[config.mk]
export PLATFORM = sky130hd
export DESIGN_NAME = pattern_sequencer
export DESIGN_NICKNAME = d
export VERILOG_FILES = /design/src/rtl/pattern_sequencer.sv
export SDC_FILE = /design/constraint.sdc
export NUM_CORES = 1
export LEC_CHECK = 0
export BUFFER_PORTS_ARGS = -buffer_cell sky130_fd_sc_hd__buf_2
export CAP_MARGIN = 40
export CELL_PAD_IN_SITES_DETAIL_PLACEMENT = 1
export CELL_PAD_IN_SITES_GLOBAL_PLACEMENT = 1
export CORE_AREA = 2 2 63 77
export CTS_CLUSTER_DIAMETER = 80
export CTS_CLUSTER_SIZE = 24
export DETAILED_ROUTE_END_ITERATION = 7
export DIE_AREA = 0 0 65 79
export GPL_TIMING_DRIVEN = 0
export PLACE_DENSITY_LB_ADDON = 0.3
export SYNTH_ARGS = -nofsm -noshare
export SYNTH_HDL_FRONTEND = slang
export SYNTH_SLANG_ARGS = --single-unit
export TNS_END_PERCENT = 50
[constraint.sdc]
create_clock -name CLK -period 2.55 [get_ports CLK]
set_input_delay 0.3825 -clock CLK [delete_from_list [all_inputs] [get_ports CLK]]
set_output_delay 0.3825 -clock CLK [all_outputs]
set_load 0.02 [all_outputs]
[src/rtl/pattern_sequencer.sv]
// pattern_sequencer: decodes UART colour commands and commits them on frame boundaries, with an auto-cycle mode.
module pattern_sequencer #(
  parameter int FRAMES_PER_STEP = 60
) (
  input  logic       CLK,
  input  logic       RST,
  input  logic       Rx_DV,
  input  logic [7:0] Rx_Byte,
  input  logic       Frame_Start,
  output logic [7:0] Keystroke_Out,
  output logic       Auto_Active,
  output logic       Pending
);
  typedef enum logic [1:0] {MANUAL, PEND, AUTO} state_t;
  state_t     r_state, w_state;
  logic [7:0] r_key, w_key, r_cnt, w_cnt, r_code, w_code;
  logic       r_pauto, w_pauto, r_pexit, w_pexit, r_pstop, w_pstop;
  logic       r_auto, r_pend;
  logic       w_dig, w_wrap;
  assign w_dig  = Rx_Byte[7:2] == 6'b001100;
  assign w_wrap = r_cnt == 8'(FRAMES_PER_STEP - 1);
  // Frame commit is resolved first; a byte arriving in the same cycle is then applied to the post-commit state.
  always_comb begin
    w_state = r_state;
    w_key   = r_key;
    w_cnt   = r_cnt;
    w_code  = r_code;
    w_pauto = r_pauto;
    w_pexit = r_pexit;
    w_pstop = r_pstop;
    if (Frame_Start) begin
      case (r_state)
        PEND: begin
          w_state = r_pauto ? AUTO : MANUAL;
          w_key   = r_pauto ? 8'h31 : r_code;
          w_cnt   = 8'd0;
        end
        AUTO: begin
          if (r_pexit || r_pstop) begin
            w_state = MANUAL;
            w_key   = r_pexit ? r_code : r_key;
          end else begin
            w_cnt = w_wrap ? 8'd0 : r_cnt + 8'd1;
            w_key = !w_wrap ? r_key : (r_key == 8'h33) ? 8'h31 : r_key + 8'd1;
          end
        end
        default: ;
      endcase
      w_pauto = 1'b0;
      w_pexit = 1'b0;
      w_pstop = 1'b0;
    end
    if (Rx_DV) begin
      if (w_dig) begin
        w_code = Rx_Byte;
        if (w_state == AUTO) begin
          w_pexit = 1'b1;
          w_pstop = 1'b0;
        end else begin
          w_state = PEND;
          w_pauto = 1'b0;
        end
      end else if (Rx_Byte == 8'h61 && w_state != AUTO) begin
        w_state = PEND;
        w_pauto = 1'b1;
      end else if (Rx_Byte == 8'h73 && w_state == AUTO) begin
        w_pstop = 1'b1;
        w_pexit = 1'b0;
      end
    end
  end
  always_ff @(posedge CLK) begin
    if (RST) begin
      r_state <= MANUAL;
      r_key   <= 8'h30;
      r_cnt   <= 8'd0;
      r_code  <= 8'h30;
      r_pauto <= 1'b0;
      r_pexit <= 1'b0;
      r_pstop <= 1'b0;
      r_auto  <= 1'b0;
      r_pend  <= 1'b0;
    end else begin
      r_state <= w_state;
      r_key   <= w_key;
      r_cnt   <= w_cnt;
      r_code  <= w_code;
      r_pauto <= w_pauto;
      r_pexit <= w_pexit;
      r_pstop <= w_pstop;
      r_auto  <= w_state == AUTO;
      r_pend  <= w_state == PEND || (w_state == AUTO && (w_pexit || w_pstop));
    end
  end
  assign Keystroke_Out = r_key;
  assign Auto_Active   = r_auto;
  assign Pending       = r_pend;
endmodule

==> flow_metrics.env, run 1 <==
export IMPL_status="finished clean"
export IMPL_ys_seq_area_share_pct=37.18
export IMPL_place_congestion=0.7953
export IMPL_final_antenna_net_count=0
export IMPL_end_kind="flop"
export IMPL_rows=27
export IMPL_viasPerCell=5.661
export IMPL_clk_pin_slew_ps=70
export IMPL_synth_edf_count=0
export IMPL_cp_arrival_ps=2350
export IMPL_start_util_pct=37.72
export IMPL_p_per_area_mw_per_mm2=491.8
export IMPL_drc_errors=0
export IMPL_numCtsBuffers=5
export IMPL_min_period_over_period_pct=86.36
export IMPL_crit_type="flop to flop"
export IMPL_ir_worst_vdd_uv=295.8
export IMPL_synthFlopType="dfxtp_1"
export IMPL_grt_max_degree=11
export IMPL_drt_first_pass_iters=4
export IMPL_drt_total_wl_microns=4261
export IMPL_timing_final_crit_period_ps=2202
export IMPL_rsz0062_at_grt="no"
export IMPL_drtIter0Drc=48
export IMPL_setup_viol=0
export IMPL_fin_setup_tns_ps=0
export IMPL_hold_violations=0
export IMPL_io_pins=22
export IMPL_insertion_delay_ps=280
export IMPL_syn_cell_area_sq_mm=0.001669
export IMPL_clkSinkCount=31
export IMPL_yosysWarnings=0
export IMPL_h_tree_depth=2
export IMPL_die_area_sq_mm=0.005135
export IMPL_synth_avg_cell_area_sq_um=8.878
export IMPL_nets=232
export IMPL_slew_headroom_pct=53.08
export IMPL_synthCells=188
export IMPL_syn_nets=205
export IMPL_tightestPinTransition_ps=699.2
export IMPL_p_leak_nw=0.7341
export IMPL_max_clock_path_buffers=2
export IMPL_fmax_mhz=454.1
export IMPL_post_cts_resized=0
export IMPL_core_sq_mm=0.004425
export IMPL_drv_slew=0
export IMPL_area_growth_pct=16.34
export IMPL_vias=1551
export IMPL_synthArstFlopShare_pct=0
export IMPL_maxCapViolations=0
export IMPL_postCtsSetupRepairBufs=0
export IMPL_hp_class="primary input to flop"
export IMPL_postCtsHoldBufs=0
export IMPL_critPathLaunchType="flop"
export IMPL_die_h_microns=79
export IMPL_drive_above_1_share_pct=15.28
export IMPL_antenna_found_initial=0
export IMPL_grt_pass1_wl_microns=7196
export IMPL_crit_fanout=8
export IMPL_post_place_cells=266
export IMPL_antenna_cells=0
export IMPL_track_usage_pct=17.84
export IMPL_grt_overflow_total=0
export IMPL_wl_per_cell_microns=15.55
export IMPL_fin_cells=274
export IMPL_cts_tree="built"
export IMPL_root_buffer="clkbuf_8"
export IMPL_finClkSkew_ps=6.713
export IMPL_hpwl_microns=3161
export IMPL_ys_ff_latch=31
export IMPL_die_width_microns=65
export IMPL_worst_ep_required_time_ps=2700
export IMPL_grt_pass1_vias=1473
export IMPL_yosysUniqueCellTypes=52
export IMPL_portBuffers=20
Yosys cell counts (2+ instances only):
cell       count  area, sq um
a211oi_1       4        30.03
a211oi_2       2        25.02
a21oi_1        6        30.03
a22oi_1        2        15.01
a31oi_1        3        18.77
a32oi_1        3        26.28
and2_1         4        25.02
and3_1         5        31.28
clkbuf_1       4        15.01
dfxtp_1       31        620.6
ha_1           5        62.56
inv_1          7        26.28
mux2i_1        2        20.02
nand2_1       11        41.29
nand2b_1       2        12.51
nand3_1        6        30.03
nand4_1        2        12.51
nor2_1        18        67.56
nor2b_1        4        25.02
nor3_1         2        10.01
nor4_1         2        12.51
nor4b_1        2        17.52
nor4bb_1       2        20.02
o2111ai_1      3        26.28
o211ai_1       4        30.03
o21a_1         2        15.01
o21ai_0        3        15.01
o21ai_1        5        25.02
o31ai_1        5        37.54
o32a_1         2        20.02
o32ai_1        3        26.28
o41ai_1        2        17.52
or3_1          6        37.54
or4b_1         2        20.02
xor2_1         5        43.79
critical path, cell delays in order (launching register included):
cell     delay, ps
dfxtp_1        410
ha_1           290
nor3b_2        500
o21ai_1        270
o21ai_1        510
nor2_1         100
path summary, 6_finish.rpt:
kind | endpoint | slack, ps | from | depth (start not counted)
max reg2reg | r_cnt[6] | 350 | r_state[1] | 5
min | r_code[0] | 390 | Rx_Byte[0] | 3
max | r_cnt[6] | 350 | r_state[1] | 5
min reg2reg | r_code[5] | 470 | r_code[5] | 1
report_power, final:
part | total (mW) | leakage, nW | internal, mW | switching, mW
sequential | 0.485 | 0.250 | 0.485 | 0.000519
clock | 0.433 | 0.0515 | 0.246 | 0.186
combinational | 0.0372 | 0.433 | 0.0125 | 0.0247
cell type report:
type	instances	area (sq um)
Sequential cell	31	620.6
Timing Repair Buffer	20	100.1
Clock buffer	8	100.1
Tap cell	58	72.57
Multi-Input combinational cell	145	1003
Buffer	4	15.01
Inverter	8	30.03
Fill cell	558	2484
registers in the layout, indices dropped and copies added, names as in the netlist:
signal	cells
Auto_Active	1
Keystroke_Out	8
Pending	1
r_cnt	8
r_code	8
r_pauto	1
r_pexit	1
r_pstop	1
r_state	2
kinds of logic after synthesis:
kind of cell    after synthesis  share of synthesized area, %
fa+ha+maj                     5                         3.748
simple gates                 78                         27.96
buf+inv                      12                         2.698
mux                           2                         1.199
flops                        31                         37.18
compound gates               55                         24.59
xor+xnor                      5                         2.624
layout by cell type (no fill, tap or decap), types with 3 or more instances in the layout:
| cell type | n |
|---|---|
| clkbuf_1 | 5 |
| o32ai_1 | 3 |
| a32oi_1 | 3 |
| and2_1 | 4 |
| dfxtp_1 | 31 |
| o31ai_1 | 5 |
| ha_1 | 5 |
| a211oi_1 | 4 |
| o211ai_1 | 4 |
| inv_1 | 7 |
| a21oi_1 | 6 |
| clkbuf_8 | 7 |
| o21ai_0 | 3 |
| a31oi_1 | 3 |
| o2111ai_1 | 3 |
| xor2_1 | 5 |
| nor2_1 | 18 |
| buf_2 | 20 |
| nand3_1 | 6 |
| or3_1 | 6 |
| nand2_1 | 11 |
| nor2b_1 | 4 |
| o21ai_1 | 5 |
| and3_1 | 5 |
layer usage:
layer  global-route usage [%]  share of wire (%)  vias to the layer above
met1                    23.21                 47                      726
met3                    3.683                5.1                        8
met4                    6.809                1.6                        0
met2                    28.87                 46                       37
li1                         -                  -                      780
met5                        0                  0                        -
through the flow:
stage	setup WS (ps)	utilization, %	instance area [sq um]	total power, mW	hold slack [ps]
after global placement	299.7	41.62	1842	0.5332	447.8
after global routing	111.3	43.88	1942	0.9913	437.0
final	347.9	43.88	1942	0.9550	387.9
after floorplan	700.5	-	1669	0.5140	417.1
after detailed placement	303.1	41.62	1842	0.5335	455.0
after CTS	310.5	43.88	1942	0.9655	388.7
Power figures use the tool's default switching activity.
==> inputs of run 2 (changes only) <==
CORE_AREA = 3 3 64 78   (was 2 2 63 77)
DIE_AREA = 0 0 67 81   (was 0 0 65 79)
==> flow_metrics.env, run 2 (synthesized netlist as in run 1, its figures left out) <==
export IMPL_timing_hold_ws_ps=386.2
export IMPL_slew_headroom_pct=49.63
export IMPL_drv_slew=0
export IMPL_nets=232
export IMPL_p_per_area_mw_per_mm2=479.0
export IMPL_setup_viol=0
export IMPL_grt_pass1_vias=1686
export IMPL_clkSinkCount=31
export IMPL_total_power_uw=923.0
export IMPL_grt_max_degree=11
export IMPL_ir_worst_vdd_uv=202.1
export IMPL_critPathLaunchType="flop"
export IMPL_crit_type="flop to flop"
export IMPL_wl_per_cell_microns=17.11
export IMPL_vias=1600
export IMPL_p_leak_nw=0.7296
export IMPL_post_cts_resized=0
export IMPL_max_clock_path_buffers=2
export IMPL_tightestPinTransition_ps=750.5
export IMPL_grt_overflow_total=0
export IMPL_worst_ep_required_time_ps=2730
export IMPL_postCtsHoldBufs=0
export IMPL_cts_tree="built"
export IMPL_area_growth_pct=15.44
export IMPL_crit_fanout=10
export IMPL_cp_arrival_ps=2460
export IMPL_io_pins=22
export IMPL_clk_pin_slew_ps=70
export IMPL_drc_errors=0
export IMPL_min_period_over_period_pct=89.36
export IMPL_fin_setup_tns_ps=0
export IMPL_h_tree_depth=2
export IMPL_timing_final_crit_period_ps=2279
export IMPL_numCtsBuffers=5
export IMPL_rows=26
export IMPL_antenna_found_initial=0
export IMPL_fmax_mhz=438.9
export IMPL_maxCapViolations=0
export IMPL_hp_class="primary input to flop"
export IMPL_drtIter0Drc=63
export IMPL_portBuffers=20
export IMPL_drive_above_1_share_pct=15.35
export IMPL_die_h_microns=81
export IMPL_hold_violations=0
export IMPL_final_core_util_pct=44.87
export IMPL_finClkSkew_ps=5.621
export IMPL_end_kind="flop"
export IMPL_final_cell_mix="dfxtp_1 (31), buf_2 (20), nor2_1 (18)"
export IMPL_drt_first_pass_iters=4
export IMPL_start_util_pct=38.87
export IMPL_multiInputGateArea_sq_mm=0.001003
export IMPL_antenna_cells=0
export IMPL_viasPerCell=5.904
export IMPL_core_sq_mm=0.004294
export IMPL_die_width_microns=67
export IMPL_track_usage_pct=19.25
export IMPL_rsz0062_at_grt="no"
export IMPL_insertion_delay_ps=280
export IMPL_place_congestion=0.8432
export IMPL_postCtsSetupRepairBufs=0
export IMPL_nFillCells=540
export IMPL_drt_total_wl_microns=4638
export IMPL_regArea_sq_um=620.6
export IMPL_final_common_cell="dfxtp_1"
export IMPL_hpwl_microns=3510
export IMPL_grt_pass1_wl_microns=7948
export IMPL_die_area_sq_mm=0.005427
export IMPL_status="finished clean"
export IMPL_root_buffer="clkbuf_8"
export IMPL_final_antenna_net_count=0
==> run 2: final timing paths <==
path / from / end / slack, ps / depth (start not counted)
setup / recovery: r_state[1] / Keystroke_Out[6] / 270 / 6
hold / removal: Rx_Byte[0] / r_code[0] / 390 / 3
setup reg to reg: r_state[1] / Keystroke_Out[6] / 270 / 6
hold reg to reg: r_code[5] / r_code[5] / 470 / 1
==> run 2: final cells by class <==
class	instances	share of cell area, %
clock inverter	1	0.2597
multi-input combinational	145	52.08
tap	56	3.636
sequential	31	32.21
clock buffer	6	4.286
buffer	4	0.7792
inverter	8	1.558
timing repair buffer	20	5.195
==> run 2: through the flow <==
stage | area [sq um] | setup slack (ps) | std cells
finish | 1927 | 271.3 | 271
global route | 1927 | 44.44 | 271
CTS | 1927 | 272.1 | 271
detailed placement | 1839 | 292.0 | 264
global placement | 1839 | 399.2 | 264
floorplan | 1669 | 700.5 | 188
==> run 2: critical path, stage by stage, from the launching register on <==
cell and delay [ps]:
dfxtp_1 410, ha_1 310, nor3b_2 510, clkbuf_1 430, o21ai_0 150, nor3b_1 170, o32ai_1 180
==> run 2: power by group <==
group	total, mW	internal (mW)	switching (mW)
logic	0.0372	0.0125	0.0247
clock network	0.401	0.212	0.189
registers	0.485	0.485	0.000540
total	0.923	0.709	0.214
==> run 2: routing by layer <==
metal,vias up,wire length [microns],global-route usage (%)
met5,-,0,0
met2,30,2324,34.71
met4,0,86,7.302
met3,8,167,3.873
met1,774,2060,21.90
li1,788,-,-
